File: src/rtl/aqua_pkg.sv
// Shared types for the BRU -> predictor feedback path and the BTB array.
// Tags are stored at full width so any power-of-two BTB depth fits.
package aqua_pkg;

    typedef struct packed {
        logic        update_en;
        logic [31:0] pc_lookup;
        logic [31:0] target;
        logic        taken;
        logic        valid;
    } branch_t;

    localparam int BTB_ENTRIES = 16;
    localparam int BTB_TAG_W = 30;
    localparam logic [1:0] CTR_WEAK_TAKEN = 2'b10;

    typedef struct packed {
        logic                 valid;
        logic [BTB_TAG_W-1:0] tag;
        logic [31:0]          target;
        logic [1:0]           ctr;
    } btb_entry_t;

endpackage

File: src/rtl/sat_counter2.sv
// Two-bit saturating counter step: up on taken, down on not-taken.
module sat_counter2 (
    input  logic [1:0] ctr_in,
    input  logic       taken,
    output logic [1:0] ctr_out
);

    always_comb begin
        ctr_out = ctr_in;
        if (taken) begin
            if (ctr_in != 2'b11) ctr_out = ctr_in + 2'd1;
        end else begin
            if (ctr_in != 2'b00) ctr_out = ctr_in - 2'd1;
        end
    end

endmodule

File: src/rtl/branch_predictor.sv
// Direct-mapped BTB with 2-bit counters; trained by the BRU,
// looked up combinationally by fetch.
module branch_predictor
    import aqua_pkg::*;
#(
    parameter int ENTRIES = BTB_ENTRIES
) (
    input  logic        i_clk,
    input  logic        i_rst_n,
    input  branch_t     i_bru_prd_pkg,
    input  logic [31:0] i_fetch_pc,
    output logic        o_prd_hit,
    output logic        o_prd_taken,
    output logic [31:0] o_prd_target
);

    localparam int IDX_W = $clog2(ENTRIES);

    function automatic logic [BTB_TAG_W-1:0] tag_of(input logic [29:0] word);
        return word >> IDX_W;
    endfunction

    btb_entry_t btb [ENTRIES];

    logic [IDX_W-1:0]     f_idx;
    btb_entry_t           f_ent;
    logic [IDX_W-1:0]     u_idx;
    logic [BTB_TAG_W-1:0] u_tag;
    btb_entry_t           u_ent;
    logic                 u_hit;
    logic                 upd;
    logic [1:0]           ctr_next;
    logic                 unused_pc_lsb;

    assign unused_pc_lsb = ^i_bru_prd_pkg.pc_lookup[1:0];

    // Lookup: no bypass, so same-cycle updates are seen next cycle.
    assign f_idx = i_fetch_pc[IDX_W+1:2];
    assign f_ent = btb[f_idx];
    assign o_prd_hit = f_ent.valid && (f_ent.tag == tag_of(i_fetch_pc[31:2]));
    assign o_prd_taken = o_prd_hit && f_ent.ctr[1];
    assign o_prd_target = o_prd_taken ? f_ent.target : i_fetch_pc + 32'd4;

    assign upd = i_bru_prd_pkg.valid && i_bru_prd_pkg.update_en;
    assign u_idx = i_bru_prd_pkg.pc_lookup[IDX_W+1:2];
    assign u_tag = tag_of(i_bru_prd_pkg.pc_lookup[31:2]);
    assign u_ent = btb[u_idx];
    assign u_hit = u_ent.valid && (u_ent.tag == u_tag);

    sat_counter2 u_ctr (
        .ctr_in  (u_ent.ctr),
        .taken   (i_bru_prd_pkg.taken),
        .ctr_out (ctr_next)
    );

    always_ff @(posedge i_clk or negedge i_rst_n) begin
        if (!i_rst_n) begin
            for (int k = 0; k < ENTRIES; k++) btb[k] <= '0;
        end else if (upd) begin
            if (u_hit) begin
                btb[u_idx].ctr <= ctr_next;
                if (i_bru_prd_pkg.taken)
                    btb[u_idx].target <= i_bru_prd_pkg.target;
            end else if (i_bru_prd_pkg.taken) begin
                // Only taken branches allocate; replaces any alias.
                btb[u_idx] <= '{valid: 1'b1,
                                tag: u_tag,
                                target: i_bru_prd_pkg.target,
                                ctr: CTR_WEAK_TAKEN};
            end
        end
    end

endmodule
File: config.mk
export PLATFORM = sky130hd
export DESIGN_NAME = branch_predictor
export DESIGN_NICKNAME = d
export VERILOG_FILES = /design/src/rtl/aqua_pkg.sv /design/src/rtl/sat_counter2.sv /design/src/rtl/branch_predictor.sv
export SDC_FILE = /design/constraint.sdc
export NUM_CORES = 2
export LEC_CHECK = 0
export ABC_CLOCK_PERIOD_IN_PS = 6300
export CORE_UTILIZATION = 35
export CTS_CLUSTER_DIAMETER = 60
export DETAILED_ROUTE_END_ITERATION = 10
export PLACE_DENSITY_LB_ADDON = 0.08
export SYNTH_ARGS = -nofsm -noshare
export SYNTH_HDL_FRONTEND = slang
export SYNTH_SLANG_ARGS = --single-unit
File: constraint.sdc
create_clock -name i_clk -period 6.3 [get_ports i_clk]
set_input_delay 1.26 -clock i_clk [delete_from_list [all_inputs] [get_ports i_clk]]
set_output_delay 1.26 -clock i_clk [all_outputs]
set_load 0.01 [all_outputs]
==> out/qor_table.md <==
| Stage | Item | Reported |
|---|---|---|
| outcome | Run status | complete, no violations |
| placement | Detailed Place HPWL | 102000 um |
| clock network | Skew-Pair Late Insertion Delay | 0.76 ns |
| power and ir drop | Power Dens Cells | 304 nW/um^2 |
| global routing | Aggregate global-route resource usage | 0.234 |
| global routing | Sum of overflow across all layers after global routing | 0 |
| setup path | Required @ worst endpoint | 5.04 ns |
| clock network | Clock input transition at the sequential cells of the worst setup and hold paths | 0.05 ns |
| sta | Final setup viols | 0 |
| die | Core outline area | 140000 um^2 |
| setup path | Top delay family on crit path | buffers and inverters |
| finish | Top library cells by usage in the layout, fill and taps aside | sky130_fd_sc_hd__dfrtp_1, sky130_fd_sc_hd__mux2_2, sky130_fd_sc_hd__mux4_2 |
| global routing | Via count of the first global-routing pass | 33.2k |
| sta | Final min period | 6.21 ns |
| finish | Register with the most flip-flops | btb |
| power and ir drop | Fraction of power consumed by the clock network | 0.425 |
| setup path | Critical Path AT | 4.95 ns |
| clock network | Root buffer selected by CTS | sky130_fd_sc_hd__clkbuf_16 |
| drt | First-pass iteration count of the detailed router | 5 |
| finish | Relative area change from synthesis to final layout | 19.1% |
| synthesis | Number of flops mapped to enable cells by yosys | 0 |
| placement | Number of port buffers | 132 |
| setup path | Most used cell along the critical path | sky130_fd_sc_hd__buf_12 |
| sta | WHS | 0.486 ns |
| drt | Routed via count divided by cell count | 5.56 |
| global routing | GR peak layer | met2 |
| die | Initial standard-cell utilization of the core | 0.353 |
| drt | Via count | 30.1k |
| die | Die Outline Area | 143000 um^2 |
| power and ir drop | Leak pwr | 26.5 nW |
| die | Horizontal extent of the die | 378 um |
| finish | Final core occ | 0.421 |
| finish | Leading registers by flop count | btb (976) |
| drt | WL/cell | 30.4 um |
| finish | Flip-flop count of the largest register after layout | 976 |
| global routing | Met2 track utilization from global routing | 0.393 |
| sta | Achievable Freq | 0.161 GHz |
| global routing | GR Layer Usage met3 | 0.0418 |
| synthesis | Post-synthesis cell area | 49400 um^2 |
| global routing | Antenna violations before repair | 11 |
| clock network | Sink count of the clock tree | 976 |
| sta | Relative slew margins | 0.203 |
| setup path | Critical Path Start Type | input pin |
| synthesis | Net Count, Synth | 3299 |
| power and ir drop | Proportion of power drawn by flip-flops and latches | 0.423 |
| die | Die Height | 378 um |
| drt | Total DRC errors in the routed layout | 0 |
| sta | Final Hold Vio Count | 0 |
| power and ir drop | Switching share of power | 0.256 |
| sta | Actual slew at the worst max-slew pin | 1.19 ns |
| synthesis | Average cell area after synthesis | 15.5 um^2 |
| setup path | Slowest library cell on the worst path | sky130_fd_sc_hd__or4_4 |
| sta | Share of the clock period used by the worst path after layout | 0.986 |
| global routing | Largest net degree at the start of global routing | 165 |
| drt | Detailed Route WL | 165000 um |
| finish | Number of nets in the layout | 3526 |
| power and ir drop | Peak supply drop | 0.000211 V |
| finish | Fillers | 12.7k |
| finish | Number of diodes | 0 |
| drt | Starting DRT DRC Count | 1837 |
| setup path | Largest fanout on the critical path | 9 |
| drt | Antenna viol nets, final | 0 |
| synthesis | Gate count of the mapped netlist | 3197 |
| finish | Most common cell after layout, fill and taps aside | sky130_fd_sc_hd__dfrtp_1 |
| setup path | Crit. End Element | output pin |
| clock network | Number of CTS-inserted buffers | 130 |
| synthesis | Cell variety after synth | 59 |
| job | Maxcap violations | 0 |
| synthesis | Synth Warn # | 0 |
| power and ir drop | Design internal power | 0.0133 W |
| synthesis | Sequential element share of the synthesized area | 0.494 |
| synthesis | Synth Register Bits | 976 |
| global routing | Global-route wire length before repair | 240000 um |
| power and ir drop | Comb power frac | 0.151 |
| finish | Fraction of layout cells with a size suffix above 1 | 0.479 |
| die | Number of cell rows | 137 |
| setup path | CP Buf/Inv Count | 8 |
| synthesis | Prevailing post-synth register cell | sky130_fd_sc_hd__dfrtp_1 |
| worst hold path | Min-Delay Path Class | reg -> reg |
| setup path | Critical path, cell by cell | buf_8 -> buf_12 -> buf_12 -> buf_8 -> mux4_2 -> mux2i_1 -> a21oi_2 -> xor2_1 -> nor2_2 -> buf_6 -> nand4_1 -> or4_4 -> buf_12 -> buf_4 -> mux2_2 -> dlygate4sd2_1 |
| global routing | GR Util met1 | 0.307 |
| clock network | Clock tree from TritonCTS | built |
| setup path | Class of the most critical setup path | in -> out |
| setup path | Largest incremental delay on the critical path | 0.66 ns |
| placement | GP Congestion | 0.822 |
| synthesis | Proportion of synthesized flip-flops having asynchronous set or reset | 1.00 |
| die | Number of I/O pins | 135 |
| clock network | Number of buffers between clock root and the deepest sink | 3 |
| sta | Max-slew violation count | 0 |
| power and ir drop | Net Switching | 0.00459 W |
| sta | Clock skew | 0.0337 ns |
| clock network | Depth of the CTS H-tree | 4 |
per-layer routing:
layer	part of all wire	routed length, um	up-vias
li1	-	-	12581
met1	0.44	71600	16589
met2	0.49	81000	642
met3	0.042	6870	254
met4	0.031	5020	10
met5	0.00046	76	-
through the flow:
step                setup TNS [ns]  instance area [um^2]  total power, W  cells  worst slack, ns
global placement            -15.89                 53900          0.0102   5136           -0.586
detailed placement          -14.08                 53900          0.0104   5136           -0.525
finish                           0                 58900          0.0179   5405           0.0905
global route             -0.000771                 58900          0.0187   5405        -0.000771
CTS                              0                 58700          0.0181   5394          0.00136
floorplan                        0                 49400         0.00929   3197            0.554
area by class of cell:
| cell class | instances | area (um^2) | share of cell area |
|---|---|---|---|
| Clock buffer | 193 | 3880 | 0.0660 |
| Tap cell | 1876 | 2350 | 0.0399 |
| Timing Repair Buffer | 387 | 3920 | 0.0666 |
| Inverter | 21 | 81.3 | 0.00138 |
| Sequential cell | 976 | 24400 | 0.415 |
| Multi-Input combinational cell | 1908 | 23600 | 0.401 |
| Clock inverter | 44 | 576 | 0.00978 |
logic make-up (layout without fill, tap and decap cells):
family	Yosys count	in the layout	share of synthesized area
buf+inv	313	645	0.0321
simple gates	222	222	0.0244
fa+ha+maj	3	3	0.000658
mux	1434	1434	0.410
xor+xnor	105	105	0.0186
compound gates	144	144	0.0202
flops	976	976	0.494
power by group through the flow:
stage          clock, W  sequential [W]  combinational [W]
6_report        0.00762         0.00758            0.00271
5_1_grt         0.00807         0.00769            0.00291
4_1_cts         0.00782         0.00758            0.00273
3_5_place_dp          0         0.00769            0.00269
3_3_place_gp          0         0.00761            0.00263
2_1_floorplan         0         0.00748            0.00181
synthesized netlist by cell type (3+ instances only):
cell	n	share of area
sky130_fd_sc_hd__buf_1	30	0.0023
sky130_fd_sc_hd__mux2_4	9	0.0027
sky130_fd_sc_hd__and4_1	3	0.00053
sky130_fd_sc_hd__buf_4	31	0.0047
sky130_fd_sc_hd__inv_1	20	0.0015
sky130_fd_sc_hd__nor2b_1	17	0.0022
sky130_fd_sc_hd__o22ai_1	7	0.00089
sky130_fd_sc_hd__dfrtp_1	976	0.49
sky130_fd_sc_hd__nor2_4	11	0.0025
sky130_fd_sc_hd__a22o_1	17	0.0030
sky130_fd_sc_hd__mux4_2	372	0.17
sky130_fd_sc_hd__o211ai_1	3	0.00046
sky130_fd_sc_hd__or2_1	10	0.0013
sky130_fd_sc_hd__nor2_2	3	0.00038
sky130_fd_sc_hd__a221oi_1	6	0.0011
sky130_fd_sc_hd__a21oi_1	26	0.0026
sky130_fd_sc_hd__nand2b_1	6	0.00076
sky130_fd_sc_hd__a211oi_1	17	0.0026
sky130_fd_sc_hd__mux2_2	767	0.17
sky130_fd_sc_hd__and3_1	10	0.0013
sky130_fd_sc_hd__a22oi_1	31	0.0047
sky130_fd_sc_hd__xor2_1	44	0.0078
sky130_fd_sc_hd__buf_2	51	0.0052
sky130_fd_sc_hd__nor2_1	42	0.0032
sky130_fd_sc_hd__o21ai_0	19	0.0019
sky130_fd_sc_hd__and2_1	6	0.00076
sky130_fd_sc_hd__or2_2	7	0.00089
sky130_fd_sc_hd__xnor2_1	61	0.011
sky130_fd_sc_hd__nor4_1	5	0.00063
sky130_fd_sc_hd__nor3_1	4	0.00041
sky130_fd_sc_hd__nand2_1	59	0.0045
sky130_fd_sc_hd__mux2i_1	93	0.019
sky130_fd_sc_hd__nand3_1	14	0.0014
sky130_fd_sc_hd__nand4_1	15	0.0019
sky130_fd_sc_hd__a21o_1	3	0.00046
sky130_fd_sc_hd__mux2_1	193	0.044
sky130_fd_sc_hd__a31oi_1	3	0.00038
sky130_fd_sc_hd__clkbuf_1	149	0.011
sky130_fd_sc_hd__buf_6	31	0.0071
path summary, 6_finish.rpt:
path | start | end | slack, ns | cells after the start
worst max register to register | btb[102]$_DFFE_PN0P_ | btb[364]$_DFFE_PN0P_ | 2.01 | 9
worst min register to register | btb[324]$_DFFE_PN0P_ | btb[324]$_DFFE_PN0P_ | 0.49 | 1
worst max-delay path | i_fetch_pc[2] | o_prd_target[18] | 0.09 | 16
min in group asynchronous | i_rst_n | btb[182]$_DFFE_PN0P_ | 0.54 | 1
max in group asynchronous | i_rst_n | btb[1006]$_DFFE_PN0P_ | 4.22 | 2
worst min-delay path | btb[324]$_DFFE_PN0P_ | btb[324]$_DFFE_PN0P_ | 0.49 | 1
timing repair:
item | CTS | global route
setup buffers | 18 | 10
pin swaps | 4 | 6
cloned | 3 | 2
setup endpoints to repair | 33 | 9
hold buffers | 0 | 0
gates resized for setup | 65 | 15
Power figures use the tool's default switching activity.
